`src/rtl/fc_frame_scheduler.sv`:
```
// fc_frame_scheduler: per-image CONV -> FC1 -> FC2 sequencer over a batch, owning the c/d ping-pong buffers.
// Latency: conv_done -> fc_start 1 cycle (FC idle); fc2_done -> conv_start 1 cycle (CONV waiting); last fc2_done -> batch_done 1 cycle.
// Backpressure: CONV is parked while its write buffer is still full; FC waits for done pulses (bounded only with FC_WATCHDOG_EN).
//
// Ports: clk/srstn (sync active-low reset); batch_start/batch_size start a batch; conv_done, fc1_done, fc2_done
// are completion pulses from the engines; conv_start/fc_start are one-cycle start pulses; mem_sel selects the
// buffer pair (1: CONV writes d, FC reads c); fc_layer 0=FC1 1=FC2; busy/batch_done/img_done_cnt report batch
// progress; proto_err is sticky on stray done pulses.
// Optional: define FC_WATCHDOG_EN to enable a per-image FC timeout of TIMEOUT_CYCLES.
module fc_frame_scheduler #(
  parameter int IMG_CNT_WIDTH  = 8,
  parameter int TIMEOUT_CYCLES = 65535
) (
  input  logic                     clk,
  input  logic                     srstn,
  input  logic                     batch_start,
  input  logic [IMG_CNT_WIDTH-1:0] batch_size,
  input  logic                     conv_done,
  input  logic                     fc1_done,
  input  logic                     fc2_done,
  output logic                     conv_start,
  output logic                     fc_start,
  output logic                     mem_sel,
  output logic                     fc_layer,
  output logic                     busy,
  output logic                     batch_done,
  output logic [IMG_CNT_WIDTH-1:0] img_done_cnt,
  output logic                     proto_err
);

  typedef enum logic [1:0] {C_IDLE, C_RUN, C_WAIT} conv_state_t;
  typedef enum logic [1:0] {F_IDLE, F_FC1, F_FC2}  fc_state_t;

  localparam logic [IMG_CNT_WIDTH-1:0] CNT_ONE = IMG_CNT_WIDTH'(1);

  conv_state_t              c_state;
  fc_state_t                f_state;
  logic [1:0]               buf_full;    // bit 0 = buffer c, bit 1 = buffer d
  logic                     rd_ptr;      // buffer FC consumes next; tracks write order, not mem_sel
  logic [IMG_CNT_WIDTH-1:0] size_q;
  logic [IMG_CNT_WIDTH-1:0] issued_cnt;

  logic       accept, accept_zero;
  logic       conv_fin, fc1_fin, fc2_fin, fc_retire, wd_fire, stray;
  logic       imgs_left, wr_free, rd_ready;
  logic [1:0] set_mask, clr_mask;

`ifdef FC_WATCHDOG_EN
  localparam logic [15:0] WD_LIMIT = 16'(TIMEOUT_CYCLES - 1);
  logic [15:0] wd_cnt;

  // Zero while idle, so each image's count starts on the fc_start cycle.
  always_ff @(posedge clk) begin
    if (!srstn || f_state == F_IDLE) wd_cnt <= '0;
    else                             wd_cnt <= wd_cnt + 16'd1;
  end

  // A genuine fc2_done on the limit cycle wins over the timeout.
  assign wd_fire = (f_state != F_IDLE) && (wd_cnt == WD_LIMIT) && !fc2_fin;
`else
  logic unused_timeout;
  assign unused_timeout = ^TIMEOUT_CYCLES;
  assign wd_fire        = 1'b0;
`endif

  assign accept      = batch_start && !busy && (batch_size != '0);
  assign accept_zero = batch_start && !busy && (batch_size == '0);
  assign conv_fin    = conv_done && (c_state == C_RUN);
  assign fc1_fin     = fc1_done  && (f_state == F_FC1);
  assign fc2_fin     = fc2_done  && (f_state == F_FC2);
  assign fc_retire   = fc2_fin || wd_fire;
  assign stray       = (conv_done && !conv_fin) || (fc1_done && !fc1_fin) || (fc2_done && !fc2_fin);

  assign set_mask = conv_fin  ? (mem_sel ? 2'b10 : 2'b01) : 2'b00;
  assign clr_mask = fc_retire ? (rd_ptr  ? 2'b10 : 2'b01) : 2'b00;

  // Look through same-cycle set/clear so a freed or filled buffer is used on the very next edge.
  assign wr_free   = !buf_full[mem_sel] || clr_mask[mem_sel];
  assign rd_ready  = buf_full[rd_ptr]   || set_mask[rd_ptr];
  assign imgs_left = accept || (busy && (issued_cnt < size_q));

  always_ff @(posedge clk) begin
    if (!srstn) begin
      c_state      <= C_IDLE;
      f_state      <= F_IDLE;
      buf_full     <= 2'b00;
      rd_ptr       <= 1'b0;
      size_q       <= '0;
      issued_cnt   <= '0;
      conv_start   <= 1'b0;
      fc_start     <= 1'b0;
      mem_sel      <= 1'b0;
      fc_layer     <= 1'b0;
      busy         <= 1'b0;
      batch_done   <= 1'b0;
      img_done_cnt <= '0;
      proto_err    <= 1'b0;
    end else begin
      conv_start <= 1'b0;
      fc_start   <= 1'b0;
      batch_done <= 1'b0;
      buf_full   <= (buf_full | set_mask) & ~clr_mask;

      if (accept) begin
        busy         <= 1'b1;
        size_q       <= batch_size;
        issued_cnt   <= '0;
        img_done_cnt <= '0;
        proto_err    <= 1'b0;
        rd_ptr       <= mem_sel;
      end
      if (accept_zero) batch_done <= 1'b1;
      if (stray || wd_fire) proto_err <= 1'b1;

      case (c_state)
        C_IDLE: begin
          if (imgs_left) begin
            if (wr_free) begin
              c_state    <= C_RUN;
              conv_start <= 1'b1;
            end else begin
              c_state <= C_WAIT;
            end
          end
        end
        C_WAIT: begin
          if (wr_free) begin
            c_state    <= C_RUN;
            conv_start <= 1'b1;
          end
        end
        C_RUN: begin
          if (conv_done) begin
            mem_sel <= ~mem_sel;
            if (issued_cnt < size_q) issued_cnt <= issued_cnt + CNT_ONE;
            c_state <= C_IDLE;
          end
        end
        default: c_state <= C_IDLE;
      endcase

      case (f_state)
        F_IDLE: begin
          fc_layer <= 1'b0;
          if (rd_ready) begin
            f_state  <= F_FC1;
            fc_start <= 1'b1;
          end
        end
        F_FC1: begin
          if (fc1_done) begin
            f_state  <= F_FC2;
            fc_layer <= 1'b1;
          end
        end
        F_FC2:   ;
        default: f_state <= F_IDLE;
      endcase

      // Retirement (normal or timed out) overrides the FC transitions above.
      if (fc_retire) begin
        f_state  <= F_IDLE;
        fc_layer <= 1'b0;
        rd_ptr   <= ~rd_ptr;
        if (img_done_cnt < size_q) img_done_cnt <= img_done_cnt + CNT_ONE;
        if (img_done_cnt + CNT_ONE == size_q) begin
          batch_done <= 1'b1;
          busy       <= 1'b0;
        end
      end
    end
  end

endmodule

```
`config.mk`:
```
export PLATFORM = sky130hd
export DESIGN_NAME = fc_frame_scheduler
export DESIGN_NICKNAME = d
export VERILOG_FILES = /design/src/rtl/fc_frame_scheduler.sv
export SDC_FILE = /design/constraint.sdc
export NUM_CORES = 1
export LEC_CHECK = 0
export CORE_ASPECT_RATIO = 0.8
export CORE_UTILIZATION = 29
export CTS_CLUSTER_SIZE = 20
export DETAILED_ROUTE_END_ITERATION = 12
export GPL_TIMING_DRIVEN = 0
export SLEW_MARGIN = 20
export SYNTH_ARGS = -nofsm -noshare
export SYNTH_HDL_FRONTEND = slang
export SYNTH_SLANG_ARGS = --single-unit
export TNS_END_PERCENT = 5
```
`constraint.sdc`:
```
create_clock -name clk -period 3.1 [get_ports clk]
set_input_delay 0.31 -clock clk [delete_from_list [all_inputs] [get_ports clk]]
set_output_delay 0.31 -clock clk [all_outputs]
set_load 0.02 [all_outputs]
```
# --- Word-level counts from Yosys, hierarchy flattened ---
# Index checks and enable logic that the tools add are counted.
totals:
  ff_bits: 38
  inputBits: 14
  out_inout_bits: 15
  wordCells: 113
op_classes:
  n_addsub: 2
  n_lt_le_gt_ge: 4
  n_eq_ne: 10
  muxes: 43
  n_bitwise: 7
  reduce_logical: 33
op_table:
  columns: ["cell", "count"]
  rows:
  - ["$mux W8", 7]
  - ["$mux W1", 22]
  - ["$mux W2", 10]
  - ["$add A8 B1 Y8 const B", 2]
  - ["$lt A8 B8 Y1", 2]
  - ["$pmux W2 S3", 2]
  - ["$logic_and A1 B1 Y1", 10]
  - ["$ne A2 B2 Y1 const B", 5]
  - ["$eq A8 B8 Y1", 1]
  - ["$logic_not A8 Y1", 1]
  - ["$reduce_bool A8 Y1", 1]
  - ["$reduce_and A2 Y1", 3]
  - ["$reduce_and A3 Y1", 2]
  - ["$reduce_bool A2 Y1", 3]
  - ["$logic_not A1 Y1", 5]
  - ["$logic_or A1 B1 Y1", 5]
  - ["$eq A2 B1 Y1 const B", 2]
  - ["$eq A2 B2 Y1 const B", 2]
  - ["$logic_not A2 Y1", 2]
  - ["$lt A1 B2 Y1 const B", 2]
  - ["$not A1 Y1", 4]
  - ["$pmux W1 S2", 2]
  - ["$and A2 B2 Y2", 1]
  - ["$not A2 Y2", 1]
  - ["other kinds (2)", 2]

# --- Depth between registers and ports, before layout ---
logic_depth:
  word_depth: 9
  mapped_depth: 9

# --- Worst setup path after synthesis ---
# Ideal clock, no wire load.
synth_timing:
  path_kind: "register to register"
  start: "register img_done_cnt[1]"
  end: "register img_done_cnt[4]"
  setup_ns: 0.133
  arrival_time_ns: 1.801
  path_slack_ns: 1.166
  stages_incl_launch_ff: 8
  synth_period_minus_slack_ns: 1.934
  path_cell_list: "dfxtp_1 -> ha_1 -> nor2b_1 -> o21a_1 -> o31a_1 -> o2111a_1 -> a31oi_1 -> mux2i_1"
synth_between:
  elab_chain_cells: 3
  word_cells_on_any_way: 4
  classes_between: "add/sub (1); order compare (1); mux (2)"
synth_lines:
  columns: ["item", "line_no", "rtl"]
  rows:
  - ["start: declaration", "27", "output logic [IMG_CNT_WIDTH-1:0] img_done_cnt,"]
  - ["start signal: assignment", "165", "if (img_done_cnt < size_q) img_done_cnt <= img_done_cnt + CNT_ONE;"]
  - ["$add A8 B1 Y8 / $lt A8 B8 Y1 (equally long branches)", "165", null]
  - ["$mux W8 *", "165", null]
  - ["$mux W8 *", "161", "if (fc_retire) begin"]
# Every way passes the cells marked *; elsewhere a longest branch is shown, timed or not.
# A chain may end at the register's enable or synchronous reset.

# --- Final worst setup path ---
layout_timing:
  start: "register img_done_cnt[0]"
  end: "register batch_done"
layout_between:
  elab_chain_cells: 4
layout_lines:
  columns: ["item", "line_no", "rtl"]
  rows:
  - ["$add A8 B1 Y8", "166", "if (img_done_cnt + CNT_ONE == size_q) begin"]
  - ["$eq A8 B8 Y1", "166", null]
  - ["$mux W1", "166", null]
  - ["$mux W1", "161", null]
  - ["end signal: assignment", "101", "batch_done <= 1'b0;"]
  - ["end signal: assignment", "112", "if (accept_zero) batch_done <= 1'b1;"]
  - ["end signal: assignment", "167", "batch_done <= 1'b1;"]
  - ["end: declaration", "26", "output logic batch_done,"]
# No other way between the ends.

==> impl_metrics.csv <==
group,metric,value,unit
run_status,status,"complete, no violations",
clocking,clk_latency,0.29,ns
synth,avgSynthCellArea,8.40,sq um
synth,netlist_instances,276,
synth,syn-num-nets,307,
final_layout,drive_above_1_share,6.75,%
synth,synth_area,2320,sq um
power,p_leak,0.00108,uW
floorplan,initial_core_util,30.7,%
power,p_sw,302,uW
synth,synth_top_family_by_area,"simple AND/OR/NAND/NOR gates",
synth,synth_top_area_cell,"dfxtp_1",
worst_setup_path,crit_start,"img_done_cnt[0]",
clocking,cts_tree,"done",
worst_setup_path,worstRegToRegCells,7,
route,drc,0,
timing,period_share,68.6,%
timing,fin_crit,2.13,ns
floorplan,dieWidth,102,um
clocking,cts_setup_buffers,0,
clocking,clock_path_buffers,2,
placement,dpl.hpwl,4.44,mm
worst_setup_path,crit_path_end,"batch_done",
timing,hold_slack,0.497,ns
power,swShare,28.9,%
power,cell_internal_pwr,745,uW
power,powerDensity,373,nW/um^2
timing,setup_violations,0,
floorplan,rows,28,
clocking,numCtsBuffers,5,
power,vdd_drop_max,0.208,mV
worst_setup_path,cp.depth,7,
clocking,clkTransAtPathRegs,0.08,ns
synth,synth_top_flop_cell,"dfxtp_1",
timing,grt_setup_unrepaired,"false",
global_routing,grt_overflow_total,0,
synth,synth_simple_gate_area_share,27.5,%
hold_path,hp-class,"flop to flop",
timing,skew,0.00841,ns
synth,synth-seq-cells,38,
floorplan,fp.dieH,82.0,um
final_layout,instances_no_fill,416,
worst_setup_path,setup.worst_path.class,"flop to flop",
final_layout,insertedDiodeCount,0,
clocking,htree_num_levels,2,
floorplan,ios,29,
final_layout,final_cell_mix,"nand2_1 (38), dfxtp_1 (38), clkdlybuf4s50_1 (28)",
clocking,clock_sinks,38,
worst_setup_path,crit_chain,"ha_1 -> and3_1 -> nand3_1 -> xnor2_1 -> nand4_1 -> a2111oi_2 -> o21a_1",
synth,post_synth_num_cell_types,53,
worst_setup_path,r2r_end,"batch_done",
worst_setup_path,rrSetupSlack,0.97,ns
synth,synthTopCellsByArea,"dfxtp_1 (33%), ha_1 (9.2%), nand2_1 (6.1%)",
final_layout,final_util,37.1,%
power,pwr-share-clk,31.9,%
synth,synth_adder_area_share,9.17,%
global_routing,grt_pass1_vias,1878,
route,ant_nets,0,
route,drt_iter0_markers,110,
clocking,cts_resized,0,
worst_setup_path,crit_required,3.33,ns
worst_setup_path,cp_num_buf_inv,0,
clocking,cts_root_buf,"clkbuf_8",
timing,max_freq,0.470,GHz
worst_setup_path,rr_startpoint,"img_done_cnt[0]",
synth,async_flop_share,0,%
synth,synthMuxAreaShare,0.863,%
worst_setup_path,crit_path_end_kind,"flop",
flow_run,drv_cap,0,
clocking,cts_hold_buf,0,
final_layout,multiInputGateArea,1460,sq um
worst_setup_path,arrival,2.36,ns
route,drtPass1Iterations,5,
timing,max-slew-margin-rel,63.6,%
placement,portBuffers,28,
synth,yosys_warnings,0,
route,via_per_inst,5.08,
synth,synth-compound-area-share,22.1,%
worst_setup_path,slowest_stage,"dfxtp_1",
timing,worstMarginPinSlew,0.547,ns
route,drt-total-wl,5.76,mm
global_routing,grt_usage,14.8,%
placement,gp_congestion,0.808,
power,p_seq_share,50.6,%
route,avgRoutedWirePerCell,13.9,um
final_layout,register_area,761,sq um
floorplan,dieArea,8360,sq um
worst_setup_path,critPathMaxStageDelay,0.45,ns
worst_setup_path,cp-start-kind,"flop",
placement,place_inst,409,
timing,setup_tns,0,ns
global_routing,grt_pass1_wl,9.39,mm
power,pwr-share-comb,17.5,%
final_layout,area_delta_synth_final,21.1,%
synth,ys_seq_area_share,32.8,%
timing,hold_viol,0,
floorplan,core_area,7570,sq um
timing,drv_slew,0,
worst_setup_path,worstPathMaxFanout,7,
synth,synth_xor_area_share,3.40,%
synth,synth_edf_count,0,
hold_path,worstHoldStart,"size_q[6]",
global_routing,antenna_found_initial,0,
synth,synth_top_area_share,32.8,%
final_layout,nNetsFinal,342,
route,vias,2113,
final_layout,filler_cell_count,828,
global_routing,grt_max_degree,12,
worst_setup_path,cp_top_family,"compound AO/OA/AOI/OAI gates",
## stage by stage
| stage | total power, uW | instance area, sq um | setup slack (ns) |
|---|---|---|---|
| global placement | 722 | 2730 | 0.766 |
| finish | 1050 | 2810 | 0.973 |
| CTS | 1060 | 2810 | 0.970 |
| floorplan | 655 | 2320 | 1.17 |
| global route | 1110 | 2810 | 0.808 |
| detailed placement | 725 | 2730 | 0.742 |
## per-layer routing
layer	wire length [um]	part of all wire, %	global-route usage [%]
met5	0	0	0
met4	58	1.0	5.57
met3	327	5.7	2.98
met2	2240	39	19.7
met1	3130	54	22.7
## power by group through the flow
stage | sequential, uW | clock (uW) | combinational [uW]
2_1_floorplan | 544 | 0 | 111
3_3_place_gp | 541 | 0 | 181
6_report | 530 | 334 | 183
5_1_grt | 534 | 370 | 204
4_1_cts | 530 | 341 | 184
3_5_place_dp | 541 | 0 | 184
## synthesized netlist by cell type (5+ instances only)
| master | n |
|---|---|
| ha_1 | 17 |
| nand3b_1 | 7 |
| xnor2_1 | 7 |
| clkbuf_1 | 6 |
| a21boi_1 | 6 |
| nor2_1 | 10 |
| nand2_1 | 38 |
| a21oi_1 | 11 |
| o21ai_0 | 15 |
| nand2b_1 | 5 |
| and3_1 | 6 |
| nand3_1 | 12 |
| dfxtp_1 | 38 |
| nor2b_1 | 12 |
| o21a_1 | 5 |
| inv_1 | 11 |
## worst min-delay path: stages (launching register included)
cell and delay [ns]:
dfxtp_1 0.33, nand2_1 0.07, a21boi_1 0.05
## worst min-delay path by stage
stage | endpoint | slack, ns | cells after the start
floorplan | size_q[4] | 0.44 | 2
global placement | size_q[6] | 0.48 | 2
detailed placement | size_q[6] | 0.49 | 2
CTS | size_q[6] | 0.50 | 2
global route | size_q[6] | 0.52 | 2
finish | size_q[6] | 0.50 | 2
## registers in the layout, summed over array words and instances, names as in the netlist, 2 cells and up
| register | cells |
|---|---|
| buf_full | 2 |
| c_state | 2 |
| f_state | 2 |
| img_done_cnt | 8 |
| issued_cnt | 8 |
| size_q | 8 |
## logic make-up after synthesis
logic type	count (synthesis)
adder cells (fa/ha/maj)	17
multiplexers	2
XOR/XNOR	9
flip-flops	38
buffers and inverters	22
AO/OA/AOI/OAI	72
AND/OR/NAND/NOR	116
## area by class of cell
class                           count  area share (%)
Timing Repair Buffer               28            9.97
Sequential cell                    38            27.1
Inverter                           11            1.47
Clock buffer                        5            2.45
Clock inverter                      2           0.356
Tap cell                          105            4.67
Buffer                             11            2.00
Multi-Input combinational cell    216            52.0
(Power assumes the default switching activity.)
